File: config.mk
export PLATFORM = sky130hd
export DESIGN_NAME = tsn_rst_sequencer_flat
export DESIGN_NICKNAME = d
export VERILOG_FILES = /design/src/rtl/tsn_rst_sequencer_pkg.sv /design/src/rtl/tsn_rst_sequencer_if.sv /design/src/rtl/tsn_rst_sequencer_rst_src_sync.sv /design/src/rtl/tsn_rst_sequencer.sv /design/src/flat_wrapper.sv
export SDC_FILE = /design/constraint.sdc
export NUM_CORES = 1
export LEC_CHECK = 0
export CAP_MARGIN = 25
export CORE_ASPECT_RATIO = 1.1
export CORE_MARGIN = 3
export CORE_UTILIZATION = 46
export DETAILED_ROUTE_END_ITERATION = 10
export MAX_ROUTING_LAYER = met4
export PLACE_DENSITY = 0.77
export SLEW_MARGIN = 20
export SYNTH_ARGS = -nofsm -noshare
export SYNTH_HDL_FRONTEND = slang
export SYNTH_SLANG_ARGS = --single-unit
File: constraint.sdc
create_clock -name i_clk -period 2.1 [get_ports i_clk]
set_input_delay 0.21 -clock i_clk [delete_from_list [all_inputs] [get_ports i_clk]]
set_output_delay 0.21 -clock i_clk [all_outputs]
set_load 0.1 [all_outputs]
File: src/rtl/tsn_rst_sequencer_pkg.sv
`default_nettype none
// ============================================================================
// Module   : tsn_rst_pkg
// Purpose  : Shared types and helpers for the TSN reset sequencer.
// Revision : 1.0 - initial release
// ============================================================================
package tsn_rst_pkg;

  // Sequencer states; values are fixed so status readback stays stable.
  typedef enum logic [1:0] {
    ST_ASSERT  = 2'd0,
    ST_STRETCH = 2'd1,
    ST_RELEASE = 2'd2,
    ST_RUN     = 2'd3
  } rst_state_t;

  // Cause vector carries one bit per external source plus the software bit.
  function automatic int cause_w(input int num_src);
    return num_src + 1;
  endfunction

endpackage
`default_nettype wire

File: src/rtl/tsn_rst_sequencer_if.sv
`default_nettype none
// ============================================================================
// Module   : tsn_rst_sequencer_if
// Purpose  : Reset request inputs and status/domain outputs of the sequencer.
// Revision : 1.0 - initial release
// ============================================================================
interface tsn_rst_sequencer_if #(
  parameter int NUM_SRC = 3,
  parameter int NUM_DOM = 4
);
  import tsn_rst_pkg::*;

  logic [NUM_SRC-1:0]          iv_rst_src_n;
  logic                        i_sw_rst;
  logic                        i_clr_cause;
  logic [NUM_DOM-1:0]          ov_dom_rst_n;
  logic                        o_all_ready;
  logic                        o_rst_done_pulse;
  logic                        o_timer_rst;
  logic [cause_w(NUM_SRC)-1:0] ov_rst_cause;
  logic                        o_init_led;

  // Requester side: drives reset requests, observes status.
  modport master (
    output iv_rst_src_n, i_sw_rst, i_clr_cause,
    input  ov_dom_rst_n, o_all_ready, o_rst_done_pulse, o_timer_rst,
           ov_rst_cause, o_init_led
  );

  // Sequencer side.
  modport slave (
    input  iv_rst_src_n, i_sw_rst, i_clr_cause,
    output ov_dom_rst_n, o_all_ready, o_rst_done_pulse, o_timer_rst,
           ov_rst_cause, o_init_led
  );

endinterface
`default_nettype wire

File: src/rtl/tsn_rst_sequencer_rst_src_sync.sv
`default_nettype none
// ============================================================================
// Module   : rst_src_sync
// Purpose  : Two-flop synchroniser for the asynchronous reset source lines.
//            Flops clear to 0 so every source reads as active after reset.
// Revision : 1.0 - initial release
// ============================================================================
module rst_src_sync #(
  parameter int WIDTH = 3
) (
  input  wire logic             clk,
  input  wire logic             rst,
  input  wire logic [WIDTH-1:0] async_in,
  output logic      [WIDTH-1:0] sync_out
);

  logic [WIDTH-1:0] meta;

  // Two-stage capture of the asynchronous source levels.
  always_ff @(posedge clk) begin
    if (rst) begin
      meta     <= '0;
      sync_out <= '0;
    end else begin
      meta     <= async_in;
      sync_out <= meta;
    end
  end

endmodule
`default_nettype wire

File: src/rtl/tsn_rst_sequencer.sv
`default_nettype none
// ============================================================================
// Module   : tsn_rst_sequencer
// Purpose  : Merges external/software reset requests, stretches the merged
//            reset and releases the reset domains one at a time, index 0 first.
// Revision : 1.0 - initial release
// ============================================================================
module tsn_rst_sequencer
  import tsn_rst_pkg::*;
#(
  parameter int NUM_SRC        = 3,
  parameter int NUM_DOM        = 4,
  parameter int STRETCH_CYC    = 16,
  parameter int STAGGER_CYC    = 8,
  parameter int CNT_W          = 16,
  parameter int LED_BLINK_LOG2 = 4
) (
  input wire logic            i_clk,
  input wire logic            i_rst,
  tsn_rst_sequencer_if.slave  bus
);

  localparam int CAUSE_W = cause_w(NUM_SRC);
  localparam int IDX_W   = (NUM_DOM > 1) ? $clog2(NUM_DOM) : 1;

  localparam logic [CNT_W-1:0] STRETCH_LAST = CNT_W'(STRETCH_CYC - 1);
  localparam logic [CNT_W-1:0] STAGGER_LAST = CNT_W'(STAGGER_CYC - 1);
  localparam logic [IDX_W-1:0] IDX_LAST     = IDX_W'(NUM_DOM - 1);

  logic [NUM_SRC-1:0]      src_sync;
  logic                    src_active;
  logic [CAUSE_W-1:0]      new_cause;
  rst_state_t              state;
  logic [CNT_W-1:0]        cnt;
  logic [IDX_W-1:0]        dom_idx;
  logic [NUM_DOM-1:0]      dom_rst_n;
  logic                    all_ready;
  logic                    done_pulse;
  logic                    timer_rst;
  logic [CAUSE_W-1:0]      cause;
  logic [LED_BLINK_LOG2:0] blink;

  rst_src_sync #(.WIDTH(NUM_SRC)) u_sync (
    .clk      (i_clk),
    .rst      (i_rst),
    .async_in (bus.iv_rst_src_n),
    .sync_out (src_sync)
  );

  // Software request bypasses the synchroniser: it is already in this domain.
  assign src_active = (~&src_sync) | bus.i_sw_rst;
  assign new_cause  = {bus.i_sw_rst, ~src_sync};

  // Sequencer FSM: any active request sends every domain back into reset.
  always_ff @(posedge i_clk) begin
    if (i_rst) begin
      state      <= ST_ASSERT;
      cnt        <= '0;
      dom_idx    <= '0;
      dom_rst_n  <= '0;
      all_ready  <= 1'b0;
      done_pulse <= 1'b0;
      timer_rst  <= 1'b0;
    end else begin
      done_pulse <= 1'b0;
      timer_rst  <= 1'b0;
      if (src_active) begin
        state     <= ST_ASSERT;
        cnt       <= '0;
        dom_idx   <= '0;
        dom_rst_n <= '0;
        all_ready <= 1'b0;
      end else begin
        case (state)
          ST_ASSERT: begin
            state <= ST_STRETCH;
            cnt   <= '0;
          end
          ST_STRETCH: begin
            if (cnt == STRETCH_LAST) begin
              cnt          <= '0;
              dom_rst_n[0] <= 1'b1;
              if (NUM_DOM == 1) begin
                state      <= ST_RUN;
                all_ready  <= 1'b1;
                done_pulse <= 1'b1;
                timer_rst  <= 1'b1;
              end else begin
                state   <= ST_RELEASE;
                dom_idx <= IDX_W'(1);
              end
            end else begin
              cnt <= cnt + 1'b1;
            end
          end
          ST_RELEASE: begin
            if (cnt == STAGGER_LAST) begin
              cnt                <= '0;
              dom_rst_n[dom_idx] <= 1'b1;
              if (dom_idx == IDX_LAST) begin
                state      <= ST_RUN;
                all_ready  <= 1'b1;
                done_pulse <= 1'b1;
                timer_rst  <= 1'b1;
              end else begin
                dom_idx <= dom_idx + 1'b1;
              end
            end else begin
              cnt <= cnt + 1'b1;
            end
          end
          default: begin
            state <= ST_RUN;
          end
        endcase
      end
    end
  end

  // Sticky cause bits; a cause arriving with a clear still gets recorded.
  always_ff @(posedge i_clk) begin
    if (i_rst) begin
      cause <= '0;
    end else if (src_active) begin
      cause <= (bus.i_clr_cause ? '0 : cause) | new_cause;
    end else if (bus.i_clr_cause) begin
      cause <= '0;
    end
  end

  // Free-running blink counter for the init LED.
  always_ff @(posedge i_clk) begin
    if (i_rst) begin
      blink <= '0;
    end else begin
      blink <= blink + 1'b1;
    end
  end

  assign bus.ov_dom_rst_n     = dom_rst_n;
  assign bus.o_all_ready      = all_ready;
  assign bus.o_rst_done_pulse = done_pulse;
  assign bus.o_timer_rst      = timer_rst;
  assign bus.ov_rst_cause     = cause;
  assign bus.o_init_led       = (state == ST_RUN) |
                                (((state == ST_STRETCH) || (state == ST_RELEASE)) &
                                 blink[LED_BLINK_LOG2]);

endmodule
`default_nettype wire

File: src/flat_wrapper.sv
// flat-port wrapper written by rule: the top's interface ports become plain ports
module tsn_rst_sequencer_flat import tsn_rst_pkg::*;
#(
  parameter int NUM_SRC        = 3,
  parameter int NUM_DOM        = 4,
  parameter int STRETCH_CYC    = 16,
  parameter int STAGGER_CYC    = 8,
  parameter int CNT_W          = 16,
  parameter int LED_BLINK_LOG2 = 4
)
  (i_clk, i_rst, bus_iv_rst_src_n, bus_i_sw_rst, bus_i_clr_cause, bus_ov_dom_rst_n, bus_o_all_ready, bus_o_rst_done_pulse, bus_o_timer_rst, bus_ov_rst_cause, bus_o_init_led);
  tsn_rst_sequencer_if #(.NUM_SRC(NUM_SRC), .NUM_DOM(NUM_DOM)) bus_i ();
  input wire logic i_clk;
  input wire logic i_rst;
  input wire logic [$bits(bus_i.iv_rst_src_n)-1:0] bus_iv_rst_src_n;
  input wire logic [$bits(bus_i.i_sw_rst)-1:0] bus_i_sw_rst;
  input wire logic [$bits(bus_i.i_clr_cause)-1:0] bus_i_clr_cause;
  output wire logic [$bits(bus_i.ov_dom_rst_n)-1:0] bus_ov_dom_rst_n;
  output wire logic [$bits(bus_i.o_all_ready)-1:0] bus_o_all_ready;
  output wire logic [$bits(bus_i.o_rst_done_pulse)-1:0] bus_o_rst_done_pulse;
  output wire logic [$bits(bus_i.o_timer_rst)-1:0] bus_o_timer_rst;
  output wire logic [$bits(bus_i.ov_rst_cause)-1:0] bus_ov_rst_cause;
  output wire logic [$bits(bus_i.o_init_led)-1:0] bus_o_init_led;
  assign bus_i.iv_rst_src_n = bus_iv_rst_src_n;
  assign bus_i.i_sw_rst = bus_i_sw_rst;
  assign bus_i.i_clr_cause = bus_i_clr_cause;
  assign bus_ov_dom_rst_n = bus_i.ov_dom_rst_n;
  assign bus_o_all_ready = bus_i.o_all_ready;
  assign bus_o_rst_done_pulse = bus_i.o_rst_done_pulse;
  assign bus_o_timer_rst = bus_i.o_timer_rst;
  assign bus_ov_rst_cause = bus_i.ov_rst_cause;
  assign bus_o_init_led = bus_i.o_init_led;
  tsn_rst_sequencer #(.NUM_SRC(NUM_SRC), .NUM_DOM(NUM_DOM), .STRETCH_CYC(STRETCH_CYC), .STAGGER_CYC(STAGGER_CYC), .CNT_W(CNT_W), .LED_BLINK_LOG2(LED_BLINK_LOG2)) u_core (.i_clk(i_clk), .i_rst(i_rst), .bus(bus_i));
endmodule
==> flow_metrics.tcl <==
set metrics [dict create \
    p_leak_nw 0.924 \
    period_share 0.871 \
    totalWireLength_um 3370 \
    grt_pass1_wl_um 6010 \
    postSynthCellCount 205 \
    antenna_cells 0 \
    die_w_um 67.1 \
    layout_commonest_cell "dfxtp_1" \
    clock_path_buffers 2 \
    netlist_area_um2 1890 \
    post_cts_buffers 0 \
    first_global_vias 1410 \
    fin_setup_tns_ns 0 \
    drcViolationCount 0 \
    maxSlewHeadroom 0.697 \
    crit_type "reg -> reg" \
    grt_usage 0.164 \
    numCtsBuffers 5 \
    cellPowerDensity_nw_per_um2 677 \
    htree_levels 2 \
    clk_pin_slew_worst_paths_ns 0.08 \
    syn_to_final_growth_pct 18.2 \
    cp.arrival_ns 2.01 \
    nFillCells 346 \
    fp.dieH_um 73.2 \
    peakVddDrop_mv 0.535 \
    hpwl_um 2450 \
    status "finished, final reports clean" \
    worst-r2r-cell-count 6 \
    portBuffers 18 \
    finalClockSkew_ns 0.00550 \
    dr.pass1.iters 4 \
    regArea_um2 821 \
    slew_violations 0 \
    stdcell_count 280 \
    setup_violations 0 \
    gp_congestion 0.862 \
    ant_nets 0 \
    end_kind "flop" \
    insertion_delay_ns 0.29 \
    root_buffer "clkbuf_8" \
    layout-drive-gt1-share 0.139 \
    ys_seq_elements 41 \
    worst_pin_slew_ns 0.451 \
    fin_crit_ns 1.83 \
    dr_total_vias 1443 \
    cts_resized 0 \
    drt_iter0_drc 44 \
    num_io_pins 19 \
    tritoncts "built" \
    grt-ovfl-total 0 \
    maxCapViolCount 0 \
    hp-class "reg -> reg" \
    multi_input_area_um2 1010 \
    start_util 0.497 \
    grt_max_degree 16 \
    die-area_um2 4910 \
    final_cell_mix "dfxtp_1 (41), nor2_1 (33), buf_4 (15), nand2_1 (13), ha_1 (12)" \
    avgViaCountPerCell 5.15 \
    ys_warn_count 0 \
    hold_viol_final 0 \
    antenna_found_initial 0 \
    crit_fanout 9 \
    ys_seq_area_frac 0.435 \
    worstPathRequired_ns 2.28 \
    core_um2 3800 \
    synth.distinct_cells 41 \
    rsz0062_at_grt "no" \
    wire_per_inst_um 12.0 \
    row_count 23 \
    timing.hold.ws_ns 0.439 \
    post_synth.cell_area_avg_um2 9.20 \
    nets 248 \
    dp.cells 272 \
    regToRegSetupSlack_ns 0.27 \
    clock_sinks 41 \
    holdPathStages 1 \
    synth_nets 224 \
    fmax_ghz 0.547 \
    hold_buffers 0 \
    startpoint_type "flop" \
]
==> cell type report <==
type	count	area share
repair buffers	22	0.0864
inverters	9	0.0151
flip-flops and latches	41	0.368
clock inverters	3	0.0208
well taps	50	0.0280
multi-input cells	150	0.451
clock buffers	5	0.0308
==> layer usage <==
layer | global-route usage | part of all wire
met3 | 0.0385 | 0.037
met5 | - | 0
met1 | 0.197 | 0.46
met2 | 0.258 | 0.48
met4 | 0.0811 | 0.015
==> path summary, 6_finish.rpt <==
| check | startpoint | to |
|---|---|---|
| max | u_core.cnt[0]$_SDFFE_PP0P_ | u_core.cnt[5]$_SDFFE_PP0P_ |
| min reg2reg | u_core.u_sync.meta[0]$_SDFF_PP0_ | u_core.u_sync.sync_out[0]$_SDFF_PP0_ |
| max reg2reg | u_core.cnt[0]$_SDFFE_PP0P_ | u_core.cnt[5]$_SDFFE_PP0P_ |
| min | u_core.u_sync.meta[0]$_SDFF_PP0_ | u_core.u_sync.sync_out[0]$_SDFF_PP0_ |
==> cell families after synthesis <==
| kind of cell | after synthesis | synth area share |
|---|---|---|
| buf+inv | 14 | 0.0325 |
| compound gates | 30 | 0.119 |
| xor+xnor | 12 | 0.0557 |
| flops | 41 | 0.435 |
| simple gates | 96 | 0.278 |
| fa+ha+maj | 12 | 0.0796 |
==> synth_stat cells, drive strengths merged <==
cell type  number  share of area
a32o            1         0.0053
nor2b          11          0.036
nand2          13          0.026
and2            3         0.0099
o32a            1          0.012
ha             12          0.080
and3            4          0.013
o31ai           1         0.0040
xnor2           5          0.023
a31oi           2         0.0066
o22a            1         0.0046
or2b            1         0.0040
clkbuf          2         0.0040
o32ai           1         0.0046
nand3b          1         0.0040
o2111ai         1         0.0046
nor3            4          0.011
nor3b           1         0.0040
o21ai           2         0.0053
inv             9          0.018
a211oi          2         0.0080
nand4           7          0.027
nand3          10          0.027
xor2            7          0.032
o211ai          1         0.0066
a21o            3          0.012
nand2b          1         0.0033
nand4b          1         0.0046
nor4            3          0.026
and4            2         0.0093
o211a           1         0.0053
buf             3          0.011
dfxtp          41           0.44
a21oi          10          0.029
o21a            3          0.012
nor2           33          0.066
nor4b           1         0.0080
==> state kept, by name (all words and copies together) (netlist names) <==
name,cells
u_core.bus.o_all_ready,1
u_core.bus.ov_rst_cause,4
u_core.cnt,16
u_core.bus.o_rst_done_pulse,1
u_core.dom_idx,2
u_core.state,2
u_core.u_sync.meta,3
u_core.u_sync.sync_out,3
u_core.bus.ov_dom_rst_n,4
u_core.blink,5
==> metrics by stage <==
| step | instance area, um2 | utilization | setup slack, ns | total power, mW |
|---|---|---|---|---|
| 6_report | 2230 | 0.587 | 0.271 | 1.51 |
| 5_1_grt | 2230 | 0.587 | 0.0658 | 1.56 |
| 4_1_cts | 2230 | 0.587 | 0.153 | 1.53 |
| 3_5_place_dp | 2110 | 0.557 | 0.167 | 0.897 |
| 3_3_place_gp | 2110 | 0.557 | 0.251 | 0.896 |
| 2_1_floorplan | 1890 | - | 0.401 | 0.871 |
==> power breakdown <==
part           internal [mW]  switching (mW)  total (mW)  leakage (nW)
Clock                  0.356           0.278       0.633        0.0543
Sequential             0.792         0.00756       0.800         0.334
Combinational         0.0268          0.0514      0.0782         0.536
Total                   1.17           0.337        1.51         0.924
==> critical path, stage by stage (launching register included) <==
cell,delay (ns)
dfxtp_1,0.40
ha_1,0.22
nor2b_1,0.20
nand4_2,0.22
o211ai_2,0.31
and2_2,0.30
nor2_1,0.07
No activity file was read; power rests on OpenSTA's default activity.
